==> src/rtl/xhdmiin_pkg.sv <==
// Shared TMDS definitions for the HDMI input channel blocks: control tokens,
// aligner state encoding and symbol width.
package xhdmiin_pkg;

  localparam int SYM_W = 10;

  localparam logic [SYM_W-1:0] TOK_C00 = 10'h354;
  localparam logic [SYM_W-1:0] TOK_C01 = 10'h0AB;
  localparam logic [SYM_W-1:0] TOK_C10 = 10'h154;
  localparam logic [SYM_W-1:0] TOK_C11 = 10'h2AB;

  typedef enum logic {
    ST_SEARCH = 1'b0,
    ST_LOCKED = 1'b1
  } align_state_e;

  // Bit offsets sweep 0..9 and wrap.
  function automatic logic [3:0] next_shift(input logic [3:0] s);
    return (s == 4'd9) ? 4'd0 : s + 4'd1;
  endfunction

endpackage

==> src/rtl/xhdmiin_ctrltoken.sv <==
// Combinational TMDS control-token detector: 10-bit symbol to {is_ctrl, C1C0}.
// ctrl is forced to 0 for any non-token symbol.
module xhdmiin_ctrltoken
  import xhdmiin_pkg::*;
(
  input  logic [SYM_W-1:0] i_sym,
  output logic             o_is_ctrl,
  output logic [1:0]       o_ctrl
);

  always_comb begin
    o_is_ctrl = 1'b1;
    o_ctrl    = 2'b00;
    case (i_sym)
      TOK_C00: o_ctrl = 2'b00;
      TOK_C01: o_ctrl = 2'b01;
      TOK_C10: o_ctrl = 2'b10;
      TOK_C11: o_ctrl = 2'b11;
      default: o_is_ctrl = 1'b0;
    endcase
  end

endmodule

==> src/rtl/xhdmiin_wordalign.sv <==
// TMDS word aligner: sweeps the ten bit offsets of the deserializer stream and
// locks where a run of control tokens decodes cleanly; pulses retry per failed sweep.
module xhdmiin_wordalign
  import xhdmiin_pkg::*;
#(
  parameter int LOCK_RUN  = 8,
  parameter int LGTIMEOUT = 20
) (
  input  logic             i_clk,
  input  logic             i_reset_n,
  input  logic             i_ce,
  input  logic [SYM_W-1:0] i_word,
  output logic [SYM_W-1:0] o_word,
  output logic             o_is_ctrl,
  output logic [1:0]       o_ctrl,
  output logic             o_locked,
  output logic [3:0]       o_shift,
  output logic             o_retry
);

  localparam logic [7:0] RUN_LAST = 8'(LOCK_RUN - 1);
  localparam logic [7:0] RUN_FULL = 8'(LOCK_RUN);

  align_state_e           state_q, state_d;
  logic [SYM_W-1:0]       prev_q;
  logic [3:0]             shift_q, shift_d;
  logic [7:0]             run_cnt_q, run_cnt_d, run_inc;
  logic [LGTIMEOUT-1:0]   tmo_cnt_q, tmo_cnt_d;
  logic                   retry_q, retry_d;
  logic [SYM_W-1:0]       word_q;
  logic                   is_ctrl_q;
  logic [1:0]             ctrl_q;

  logic [2*SYM_W-1:0]     window;
  logic [SYM_W-1:0]       cand_opt [10];
  logic [SYM_W-1:0]       cand;
  logic                   cand_is_ctrl;
  logic [1:0]             cand_ctrl;
  logic                   expire;
  logic                   run_full;

  // Shift 0 selects the previous word; higher shifts pull in low bits of the current one.
  assign window = {i_word, prev_q};

  for (genvar gi = 0; gi < 10; gi++) begin : g_cand
    assign cand_opt[gi] = window[gi +: SYM_W];
  end

  assign cand = cand_opt[shift_q];

  xhdmiin_ctrltoken u_ctrltoken (
    .i_sym     (cand),
    .o_is_ctrl (cand_is_ctrl),
    .o_ctrl    (cand_ctrl)
  );

  assign expire   = &tmo_cnt_q;
  // True on every token that leaves the run counter at LOCK_RUN.
  assign run_full = cand_is_ctrl && (run_cnt_q >= RUN_LAST);
  assign run_inc  = (run_cnt_q < RUN_FULL) ? run_cnt_q + 8'd1 : run_cnt_q;

  always_comb begin
    state_d   = state_q;
    shift_d   = shift_q;
    run_cnt_d = cand_is_ctrl ? run_inc : 8'd0;
    tmo_cnt_d = tmo_cnt_q + LGTIMEOUT'(1);
    retry_d   = 1'b0;

    if (!i_ce) begin
      state_d   = ST_SEARCH;
      shift_d   = 4'd0;
      run_cnt_d = 8'd0;
      tmo_cnt_d = '0;
    end else begin
      case (state_q)
        ST_SEARCH: begin
          if (run_full) begin
            state_d   = ST_LOCKED;
            tmo_cnt_d = '0;
          end else if (expire) begin
            run_cnt_d = 8'd0;
            tmo_cnt_d = '0;
            shift_d   = next_shift(shift_q);
            retry_d   = (shift_q == 4'd9);
          end
        end
        ST_LOCKED: begin
          // A completed run refreshes the watchdog and beats a same-cycle expiry.
          if (run_full) begin
            tmo_cnt_d = '0;
          end else if (expire) begin
            state_d   = ST_SEARCH;
            run_cnt_d = 8'd0;
            tmo_cnt_d = '0;
            shift_d   = next_shift(shift_q);
          end
        end
        default: state_d = ST_SEARCH;
      endcase
    end
  end

  always_ff @(posedge i_clk or negedge i_reset_n) begin
    if (!i_reset_n) begin
      state_q   <= ST_SEARCH;
      prev_q    <= '0;
      shift_q   <= 4'd0;
      run_cnt_q <= 8'd0;
      tmo_cnt_q <= '0;
      retry_q   <= 1'b0;
      word_q    <= '0;
      is_ctrl_q <= 1'b0;
      ctrl_q    <= 2'b00;
    end else begin
      state_q   <= state_d;
      prev_q    <= i_word;
      shift_q   <= shift_d;
      run_cnt_q <= run_cnt_d;
      tmo_cnt_q <= tmo_cnt_d;
      retry_q   <= retry_d;
      word_q    <= cand;
      is_ctrl_q <= cand_is_ctrl;
      ctrl_q    <= cand_ctrl;
    end
  end

  assign o_word    = word_q;
  assign o_is_ctrl = is_ctrl_q;
  assign o_ctrl    = ctrl_q;
  assign o_locked  = (state_q == ST_LOCKED);
  assign o_shift   = shift_q;
  assign o_retry   = retry_q;

endmodule

==> config.mk <==
export PLATFORM = sky130hd
export DESIGN_NAME = xhdmiin_wordalign
export DESIGN_NICKNAME = d
export VERILOG_FILES = /design/src/rtl/xhdmiin_pkg.sv /design/src/rtl/xhdmiin_ctrltoken.sv /design/src/rtl/xhdmiin_wordalign.sv
export SDC_FILE = /design/constraint.sdc
export NUM_CORES = 1
export LEC_CHECK = 0
export BUFFER_PORTS_ARGS = -buffer_cell sky130_fd_sc_hd__buf_2
export CAP_MARGIN = 15
export CORE_MARGIN = 8
export CORE_UTILIZATION = 32
export CTS_CLUSTER_SIZE = 25
export DETAILED_ROUTE_END_ITERATION = 8
export GPL_TIMING_DRIVEN = 0
export HOLD_SLACK_MARGIN = 0.12
export PLACE_DENSITY_LB_ADDON = 0.1
export REMOVE_ABC_BUFFERS = 1
export SETUP_SLACK_MARGIN = 0.5
export SYNTH_ARGS = -nofsm -noshare
export SYNTH_HDL_FRONTEND = slang
export SYNTH_SLANG_ARGS = --single-unit
==> constraint.sdc <==
create_clock -name i_clk -period 4.2 [get_ports i_clk]
set_input_delay 0.84 -clock i_clk [delete_from_list [all_inputs] [get_ports i_clk]]
set_output_delay 0.84 -clock i_clk [all_outputs]
set_load 0.005 [all_outputs]
* Word level (Yosys, flattened, before mapping)
Index checks and enable logic that the tools add are counted.
** Storage, ports and cells
- Flip-flop bits (word level) :: 57
- Input port bits :: 13
- Output and inout bits :: 19
- Word-level logic and storage cells :: 54
** Cells by class
- $add $sub $neg :: 3
- Magnitude comparators :: 3
- Equal/unequal tests :: 7
- Muxes and demuxes :: 26
- Bitwise gates (word level) :: 2
- Reduce and logical (&&, ||, !) cells :: 4
** Operator list (number)
- $mux 20 :: 3
- $bmux 10 s4 :: 1
- $mux 8 :: 5
- $add 20x1->20 const B :: 1
- $eq 10x10->1 const B :: 2
- $mux 10 :: 2
- $reduce_and 20->1 :: 1
- $mux 4 :: 4
- $eq 10x8->1 const B :: 1
- $eq 10x9->1 const B :: 1
- $mux 1 :: 9
- $add 8x1->8 const B :: 1
- $ge 8x3->1 const B :: 1
- $lt 8x4->1 const B :: 1
- $pmux 2 s3 :: 1
- $ge 5x5->1 const B :: 1
- $not 4->5 :: 1
- $add 4x1->4 const B :: 1
- $eq 4x4->1 const B :: 1
- $reduce_or 4->1 :: 1
- $ne 2x1->1 const B :: 1
- $ne 2x2->1 const B :: 1
- $pmux 1 s2 :: 1
- $reduce_and 2->1 :: 1
- 2 further kinds :: 2

* Longest topological paths before layout
Gate-level depths: netlist of the first run.
- Depth in word-level cells :: 11
- Mapped depth :: 12

* By module
From an unflattened synthesis of the first run, not the netlist that was laid out.
** Unflattened totals
- Cells, all modules :: 285
- Area total of the unflattened synthesis :: 3047.9 µm²
** Modules (own cells, without submodules)
- xhdmiin_wordalign :: times used 1, cells each 276, area each 2926.6 µm², seq. area each 1426.4 µm²
- xhdmiin_ctrltoken :: times used 1, cells each 9, area each 121.4 µm², seq. area each 0.0 µm²

* Worst setup path before layout of the first run
No wires, ideal clock.
- Kind :: input to register
- From :: input i_word[0]
- To :: register tmo_cnt_q[13]
- Setup time :: 0.119 ns
- Data arrival time :: 2.812 ns
- Data required time :: 4.081 ns
- Setup slack :: 1.269 ns
- Cell stages on the path :: 9
- Path buffers :: 1
- Cell sequence :: mux4_2 a22oi_1 o21a_1 nand2_1 or4_4 a21boi_4 nand3b_4 buf_8 nor2_1
** On the way
- Cells in the longest elaborated chain, start to end :: 9
** RTL lines
- from (decl) :: line xhdmiin_wordalign.sv:12 : input logic [SYM_W-1:0] i_word,
- $bmux 10 s4 (*) :: line xhdmiin_wordalign.sv:49 : assign cand = cand_opt[shift_q];
- $mux 10 (not written as such) (*) (2 in series) :: line xhdmiin_wordalign.sv:49
- $eq 10x10->1, or another cell as far along :: line xhdmiin_ctrltoken.sv:14 : case (i_sym)
- $reduce_or 4->1 (no source line) (*)
- $mux 1 (*) :: line xhdmiin_ctrltoken.sv:14
- $logic_and 1x1->1 (*) :: line xhdmiin_wordalign.sv:59 : assign run_full = cand_is_ctrl && (run_cnt_q >= RUN_LAST);
- $mux 20 (*) :: line xhdmiin_wordalign.sv:77, xhdmiin_wordalign.sv:89
- $mux 20 (*) :: line xhdmiin_wordalign.sv:69 : if (!i_ce) begin
- net tmo_cnt_d[13] :: line xhdmiin_wordalign.sv:28 : logic [LGTIMEOUT-1:0] tmo_cnt_q, tmo_cnt_d;
- to (signal assigned) :: line xhdmiin_wordalign.sv:119 : tmo_cnt_q <= tmo_cnt_d;
- to (decl) :: line xhdmiin_wordalign.sv:28
Mark *: on every way through the listed nets, which the timed path passes. The rest lies on a longest branch. The select of a mux whose other input is x is not followed.
A chain may end at the register's enable or synchronous reset.

* Worst setup path in the final report of the first run
- From :: register shift_q[0] (netlist: o_shift[0])
- To :: register tmo_cnt_q[9]
** On the way
- Cells in the longest elaborated chain, start to end :: 10
** RTL lines
- from (decl) :: line xhdmiin_wordalign.sv:26 : logic [3:0] shift_q, shift_d;
- from (signal assigned) :: line xhdmiin_wordalign.sv:117 : shift_q <= shift_d;
- $not 4->5 (not written as such) (*) :: line xhdmiin_wordalign.sv:49
- $bmux 10 s4 (*) :: line xhdmiin_wordalign.sv:49
- $mux 10 (not written as such) (*) (2 in series) :: line xhdmiin_wordalign.sv:49
- $eq 10x10->1, or another cell as far along :: line xhdmiin_ctrltoken.sv:14
- $reduce_or 4->1 (no source line) (*)
- $mux 1 (*) :: line xhdmiin_ctrltoken.sv:14
- $logic_and 1x1->1 (*) :: line xhdmiin_wordalign.sv:59
- $mux 20 (*) :: line xhdmiin_wordalign.sv:77, xhdmiin_wordalign.sv:89
- $mux 20 (*) :: line xhdmiin_wordalign.sv:69
- net tmo_cnt_d[9] :: line xhdmiin_wordalign.sv:28
Marked as above.

==> metrics.md, run 1 <==
| Metric | Value |
|---|---|
| Worst Hold Class | `flip-flop to flip-flop` |
| CP endpoint kind | `flip-flop` |
| Initial antenna violation count | `0` |
| Die H | `112 um` |
| Vias in the first global route | `2129` |
| CP top delay family | `simple AND/OR/NAND/NOR gates` |
| Nets@finish | `320` |
| Crit path depth | `9` |
| GR Util met2 | `0.157` |
| R2R Setup Slk | `0.91 ns` |
| I/O Pins | `32` |
| Crit path largest cell delay | `0.63 ns` |
| Critical path class | `flip-flop to flip-flop` |
| Grt peak-use layer | `met2` |
| Gr usage total | `0.110` |
| CTS tree | `built` |
| DRC viols | `0` |
| Seq/Total Area, Yosys | `0.486` |
| Area delta synth->final | `15.2%` |
| Yosys Warn Count | `0` |
| Setup-failing EPs final | `0` |
| Hold-fix buffers, CTS | `0` |
| Leakage Power | `1.51 nW` |
| Die ar. | `12500 sq um` |
| Max H-tree Level | `3` |
| Status | `complete, no violations` |
| Hold Path End | `o_retry` |
| Commonest non-fill, non-tap cell in the layout | `dfrtp_1` |
| CTS root buffer | `clkbuf_8` |
| Period utilization | `0.783` |
| Vias/cell | `4.92` |
| Unrepaired setup endpoints after global routing | `no` |
| R2r startpoint | `o_shift[0]` |
| Core area | `9060 sq um` |
| CP max-delay cell | `dfrtp_1` |
| Number of synthesized flops with an enable pin | `0` |
| Relative slew slack | `0.374` |
| RR Endpoint | `tmo_cnt_q[9]` |
| Num CTS Buffers | `9` |
| GR Util met3 | `0.0411` |
| Diode count | `0` |
| Die X-Extent | `112 um` |
| Fin crit period | `3.29 ns` |
| Crit Path Max Fanout | `22` |
| Crit path arrival time | `3.50 ns` |
| First-pass GRT wire length | `10900 um` |
| Fraction of final layout cells sized beyond drive strength 1 | `0.227` |
| Yosys cell types | `51` |
| GRT met1 Usage | `0.143` |
| Critical-path cell list | `buf_16 > mux4_2 > a221oi_1 > a21o_2 > nand4_1 > or4_4 > a21boi_4 > nand3b_4 > nor2_1` |
| Placed insts | `403` |
| Max Transition Viols Final | `0` |
| Max VDD drop | `0.000109 V` |
| Required @ worst endpoint | `4.41 ns` |
| DR vias | `2060` |
| Post-route ant nets | `0` |
| Worst Max-Slew Pin Slew | `0.940 ns` |
| Most frequent cells in the layout | `dfrtp_1 (57), nor2_1 (38), buf_2 (31), nand2_1 (23), xor2_1 (14)` |
| Largest net degree at the start of global routing | `33` |
| DR iter-0 viols | `91` |
| Design Power | `0.00109 W` |
| Initial Utilization | `0.324` |
| Buf/Inv on CP | `1` |
| Power density over the cells | `323 nW/um^2` |
| Post-CTS Setup Bufs | `0` |
| Largest buffer count on any clock path | `2` |
| Avg WL per Cell | `15.3 um` |
| DP Wirelength | `4550 um` |
| Min-delay src | `o_locked` |
| FF-to-FF path depth | `9` |
| CTS clk-pin slew, worst paths | `0.06 ns` |
| Ys flop type | `dfrtp_1` |
| Fin cells | `419` |
| Grt total ovfl | `0` |
| Num rows | `35` |
| CTS sink count | `57` |
| Clock skew | `0.00605 ns` |
| Final setup TNS | `0 ns` |
| Pre-antenna DRT Iters | `4` |
| RD Place Congestion | `0.780` |
| Register bit total from synthesis | `57` |
| # resized after CTS | `0` |
| Cells after Synth | `269` |
| Fill cells | `927` |
| Async set or reset register ratio after synthesis | `1.00` |
| Mean Syn Cell Area | `10.9 sq um` |
| Clk_lat worst skew | `0.33 ns` |
| PortBufs | `31` |
| Hold path cells | `1` |
| Crit path launch type | `flip-flop` |
| Hold Fails Final Rpt | `0` |
| Mapped Area | `2940 sq um` |
| Max_cap viols | `0` |
| Max Freq | `0.304 GHz` |
| Drt total wl | `6390 um` |
-- per-stage QoR --
step	util	hold slack, ns	instance area, sq um	setup WS (ns)
global route	0.373	0.495	3380	0.684
finish	0.373	0.475	3380	0.910
detailed placement	0.354	0.467	3210	0.830
floorplan	-	0.445	2870	1.02
CTS	0.373	0.482	3380	0.921
global placement	0.349	0.465	3160	0.423
-- area by class of cell --
class                      instances  area, sq um  share of cell area
clock buffer                      13          159              0.0470
clock inverter                     3         15.0             0.00444
timing repair buffer              33          203              0.0599
sequential                        57         1430               0.422
tap                              111          139              0.0411
inverter                          11         41.3              0.0122
multi-input combinational        191         1400               0.414
-- flip-flops by register name, indices dropped and copies added, names as in the netlist --
signal	flops
o_ctrl	2
o_is_ctrl	1
o_locked	1
o_retry	1
o_shift	4
o_word	10
prev_q	10
run_cnt_q	8
tmo_cnt_q	20
-- worst max path at each step --
stage / start / slack [ns] / to
floorplan: o_shift[0] / 1.02 / tmo_cnt_q[10]
global placement: o_shift[0] / 0.42 / tmo_cnt_q[5]
detailed placement: i_word[0] / 0.83 / tmo_cnt_q[9]
CTS: o_shift[0] / 0.92 / tmo_cnt_q[17]
global route: o_shift[1] / 0.68 / tmo_cnt_q[3]
finish: o_shift[0] / 0.91 / tmo_cnt_q[9]
-- kinds of logic (layout without fill, tap and decap cells) --
| group | after synthesis | count (layout) | synth area share |
|---|---|---|---|
| compound gates | 40 | 40 | 0.0954 |
| mux | 26 | 26 | 0.132 |
| buf+inv | 21 | 60 | 0.0379 |
| simple gates | 101 | 101 | 0.172 |
| xor+xnor | 20 | 20 | 0.0597 |
| fa+ha+maj | 4 | 4 | 0.0170 |
| flops | 57 | 57 | 0.486 |
-- metal layers --
layer	vias to the layer above	part of all wire
met1	987	0.49
met4	0	0.018
met3	12	0.058
met2	43	0.44
met5	-	0
li1	1018	-
-- synthesized netlist by cell type, types with 2 or more instances --
cell type / instances / area (sq um)
dfrtp_1: 57 / 1430
nor2_1: 38 / 143
nand2_1: 23 / 86.3
xor2_1: 14 / 123
a21oi_1: 11 / 55.1
inv_1: 11 / 41.3
mux2_2: 9 / 101
mux2i_1: 8 / 80.1
nand3_1: 8 / 40.0
a22oi_1: 7 / 52.6
xnor2_1: 6 / 52.6
and2_1: 5 / 31.3
and3_1: 5 / 31.3
mux4_2: 5 / 113
o21ai_0: 5 / 25.0
ha_1: 4 / 50.1
nand4_1: 4 / 25.0
nor2b_1: 4 / 25.0
clkbuf_1: 3 / 11.3
mux4_1: 3 / 78.8
or4_1: 3 / 22.5
a221oi_1: 2 / 17.5
a2bb2oi_1: 2 / 17.5
buf_2: 2 / 10.0
buf_6: 2 / 22.5
nand2b_1: 2 / 12.5
o21a_1: 2 / 15.0
-- where the power goes --
part	switching, W	total, W	leakage, nW	internal [W]
combinational	0.0000414	0.0000701	0.668	0.0000288
sequential	0.00000742	0.000569	0.748	0.000562
clock	0.000210	0.000453	0.0932	0.000243
total	0.000258	0.00109	1.51	0.000834
Power figures use the tool's default switching activity.
==> run 2, diff against run 1 <==
==> constraint.sdc (replaced) <==
create_clock -name i_clk -period 3.2 [get_ports i_clk]
set_input_delay 0.64 -clock i_clk [delete_from_list [all_inputs] [get_ports i_clk]]
set_output_delay 0.64 -clock i_clk [all_outputs]
set_load 0.005 [all_outputs]
==> metrics.md, run 2 (synthesis results as in run 1) <==
| Metric | Value |
|---|---|
| Worst Hold Class | `input port to async pin (was flip-flop to flip-flop)` |
| Nets@finish | `335 (was 320)` |
| Leakage Power | `1.59 nW (was 1.51 nW)` |
| Gr usage total | `0.120 (was 0.110)` |
| R2r startpoint | `o_shift[0] (unchanged)` |
| Initial antenna violation count | `0 (unchanged)` |
| Post-route ant nets | `0 (unchanged)` |
| CP endpoint kind | `flip-flop (unchanged)` |
| Setup-failing EPs final | `0 (unchanged)` |
| Pre-antenna DRT Iters | `4 (unchanged)` |
| Final setup margin | `0.426 ns (was 0.910 ns)` |
| GR Util met2 | `0.178 (was 0.157)` |
| DR vias | `2154 (was 2060)` |
| Max VDD drop | `0.000144 V (was 0.000109 V)` |
| Largest net degree at the start of global routing | `33 (unchanged)` |
| CP Capture Point | `tmo_cnt_q[12] (was tmo_cnt_q[9])` |
| Num CTS Buffers | `9 (unchanged)` |
| Design Power | `0.00145 W (was 0.00109 W)` |
| Period utilization | `0.867 (was 0.783)` |
| Fill cells | `911 (was 927)` |
| PortBufs | `31 (unchanged)` |
| Initial Utilization | `0.324 (unchanged)` |
| Diode count | `0 (unchanged)` |
| DP Wirelength | `4550 um (unchanged)` |
| Grt peak-use layer | `met2 (unchanged)` |
| Crit path arrival time | `3.00 ns (was 3.50 ns)` |
| Crit path launch type | `flip-flop (unchanged)` |
| CTS tree | `built (unchanged)` |
| FF-to-FF path depth | `9 (unchanged)` |
| Relative slew slack | `0.569 (was 0.374)` |
| Largest buffer count on any clock path | `2 (unchanged)` |
| Final setup TNS | `0 ns (unchanged)` |
| Post-place setup slack | `-0.0684 ns (was 0.830 ns)` |
| Fin cells | `434 (was 419)` |
| Max FFs per register | `20 (unchanged)` |
| Clock skew | `0.00693 ns (was 0.00605 ns)` |
| Core area | `9060 sq um (unchanged)` |
| GRT met1 Usage | `0.155 (was 0.143)` |
| RD Place Congestion | `0.780 (unchanged)` |
| Most frequent cells in the layout | `dfrtp_1 (53), nor2_1 (31), buf_2 (31), nand2_1 (22), xor2_1 (14) (was dfrtp_1 (57), nor2_1 (38), buf_2 (31), nand2_1 (23), xor2_1 (14))` |
| Max H-tree Level | `3 (unchanged)` |
| Num rows | `35 (unchanged)` |
| Area delta synth->final | `24.3% (was 15.2%)` |
| Max_cap viols | `0 (unchanged)` |
| Die X-Extent | `112 um (unchanged)` |
| Avg WL per Cell | `16.3 um (was 15.3 um)` |
| Crit path launch | `o_shift[0] (unchanged)` |
| GR Util met3 | `0.0400 (was 0.0411)` |
| DRC viols | `0 (unchanged)` |
| Fin crit period | `2.77 ns (was 3.29 ns)` |
| Biggest register | `tmo_cnt_q (unchanged)` |
| Placed insts | `403 (unchanged)` |
| Die ar. | `12500 sq um (unchanged)` |
| First-pass GRT wire length | `11800 um (was 10900 um)` |
| CTS root buffer | `clkbuf_8 (unchanged)` |
| CTS clk-pin slew, worst paths | `0.07 ns (was 0.06 ns)` |
| Max Transition Viols Final | `0 (unchanged)` |
| Critical path class | `flip-flop to flip-flop (unchanged)` |
| Fraction of final layout cells sized beyond drive strength 1 | `0.331 (was 0.227)` |
| Vias/cell | `4.96 (was 4.92)` |
| RR Endpoint | `tmo_cnt_q[12] (was tmo_cnt_q[9])` |
| R2R Setup Slk | `0.43 ns (was 0.91 ns)` |
| WHS | `0.326 ns (was 0.475 ns)` |
| Grt total ovfl | `0 (unchanged)` |
| Status | `complete, no violations (unchanged)` |
| Unrepaired setup endpoints after global routing | `yes (was no)` |
| I/O Pins | `32 (unchanged)` |
| Worst Max-Slew Pin Slew | `0.646 ns (was 0.940 ns)` |
| Required @ worst endpoint | `3.43 ns (was 4.41 ns)` |
| Clk_lat worst skew | `0.33 ns (about the same)` |
| Vias in the first global route | `2247 (was 2129)` |
| CTS sink count | `57 (unchanged)` |
| Max Freq | `0.361 GHz (was 0.304 GHz)` |
| Crit Path Max Fanout | `8 (was 22)` |
| DR iter-0 viols | `94 (was 91)` |
| Drt total wl | `7080 um (was 6390 um)` |
| Die H | `112 um (unchanged)` |
| Commonest non-fill, non-tap cell in the layout | `dfrtp_1 (unchanged)` |
| Hold Fails Final Rpt | `0 (unchanged)` |
| Power density over the cells | `397 nW/um^2 (was 323 nW/um^2)` |
==> run 2: changes by cell type in the layout (fill, tap and decap cells not counted), sizes merged <==
cell	before	now
bufbuf	0	1
a21boi	1	2
buf	33	42
nand3b	1	4
clkbuf	13	14
==> run 2: worst min path at each step <==
stage | depth (start not counted) | slack, ns | from | end
after CTS | 1 | 0.33 | i_reset_n | o_word[1]
after global routing | 1 | 0.36 | i_reset_n | o_word[1]
final | 1 | 0.33 | i_reset_n | o_word[1]
after global placement | 1 | 0.46 | o_locked | o_retry
after detailed placement | 1 | 0.47 | run_cnt_q[6] | run_cnt_q[6]
after floorplan | 0 | 0.34 | i_reset_n | o_ctrl[0]
==> run 2: worst max-delay path, stage by stage (launching register included) <==
cell and delay (ns):
dfrtp_2 0.39, clkbuf_16 0.16, mux4_2 0.53, a221oi_2 0.29, a21o_2 0.14, nand4_1 0.08
or4_4 0.47, a21boi_4 0.29, nand3b_4 0.25, nor2_1 0.05
==> run 2: layout make-up <==
cell class,count,area (sq um),area share
flip-flops and latches,57,1430,0.393
clock inverters,3,15.0,0.00411
clock buffers,13,159,0.0435
repair buffers,44,312,0.0854
inverters,11,41.3,0.0113
multi-input cells,195,1550,0.425
well taps,111,139,0.0381
==> run 2: routing by layer <==
layer	wire length, um	vias to the layer above	part of all wire
met2	3170	41	0.45
met3	388	12	0.055
met4	108	0	0.015
li1	-	1061	-
met1	3410	1040	0.48
met5	0	-	0
==> run 2: report_power, final <==
group	internal [W]	switching (W)	total, W
sequential	0.000737	0.00000987	0.000747
combinational	0.0000434	0.0000605	0.000104
clock	0.000320	0.000278	0.000597
==> run 2: what timing repair did <==
| action | CTS | global route |
|---|---|---|
| hold buffers | 0 | 0 |
| hold endpoints to repair | 0 | 0 |
| endpoints found under the setup margin | 35 | 33 |
| gates resized for setup | 8 | 22 |
| gates cloned | 5 | 0 |
| pin swaps | 10 | 10 |
| buffers inserted | 7 | 3 |
==> run 2: per-stage QoR <==
stage / utilization / area, sq um
floorplan: - / 2870
global placement: 0.349 / 3160
detailed placement: 0.354 / 3210
CTS: 0.391 / 3540
global route: 0.403 / 3650
finish: 0.403 / 3650
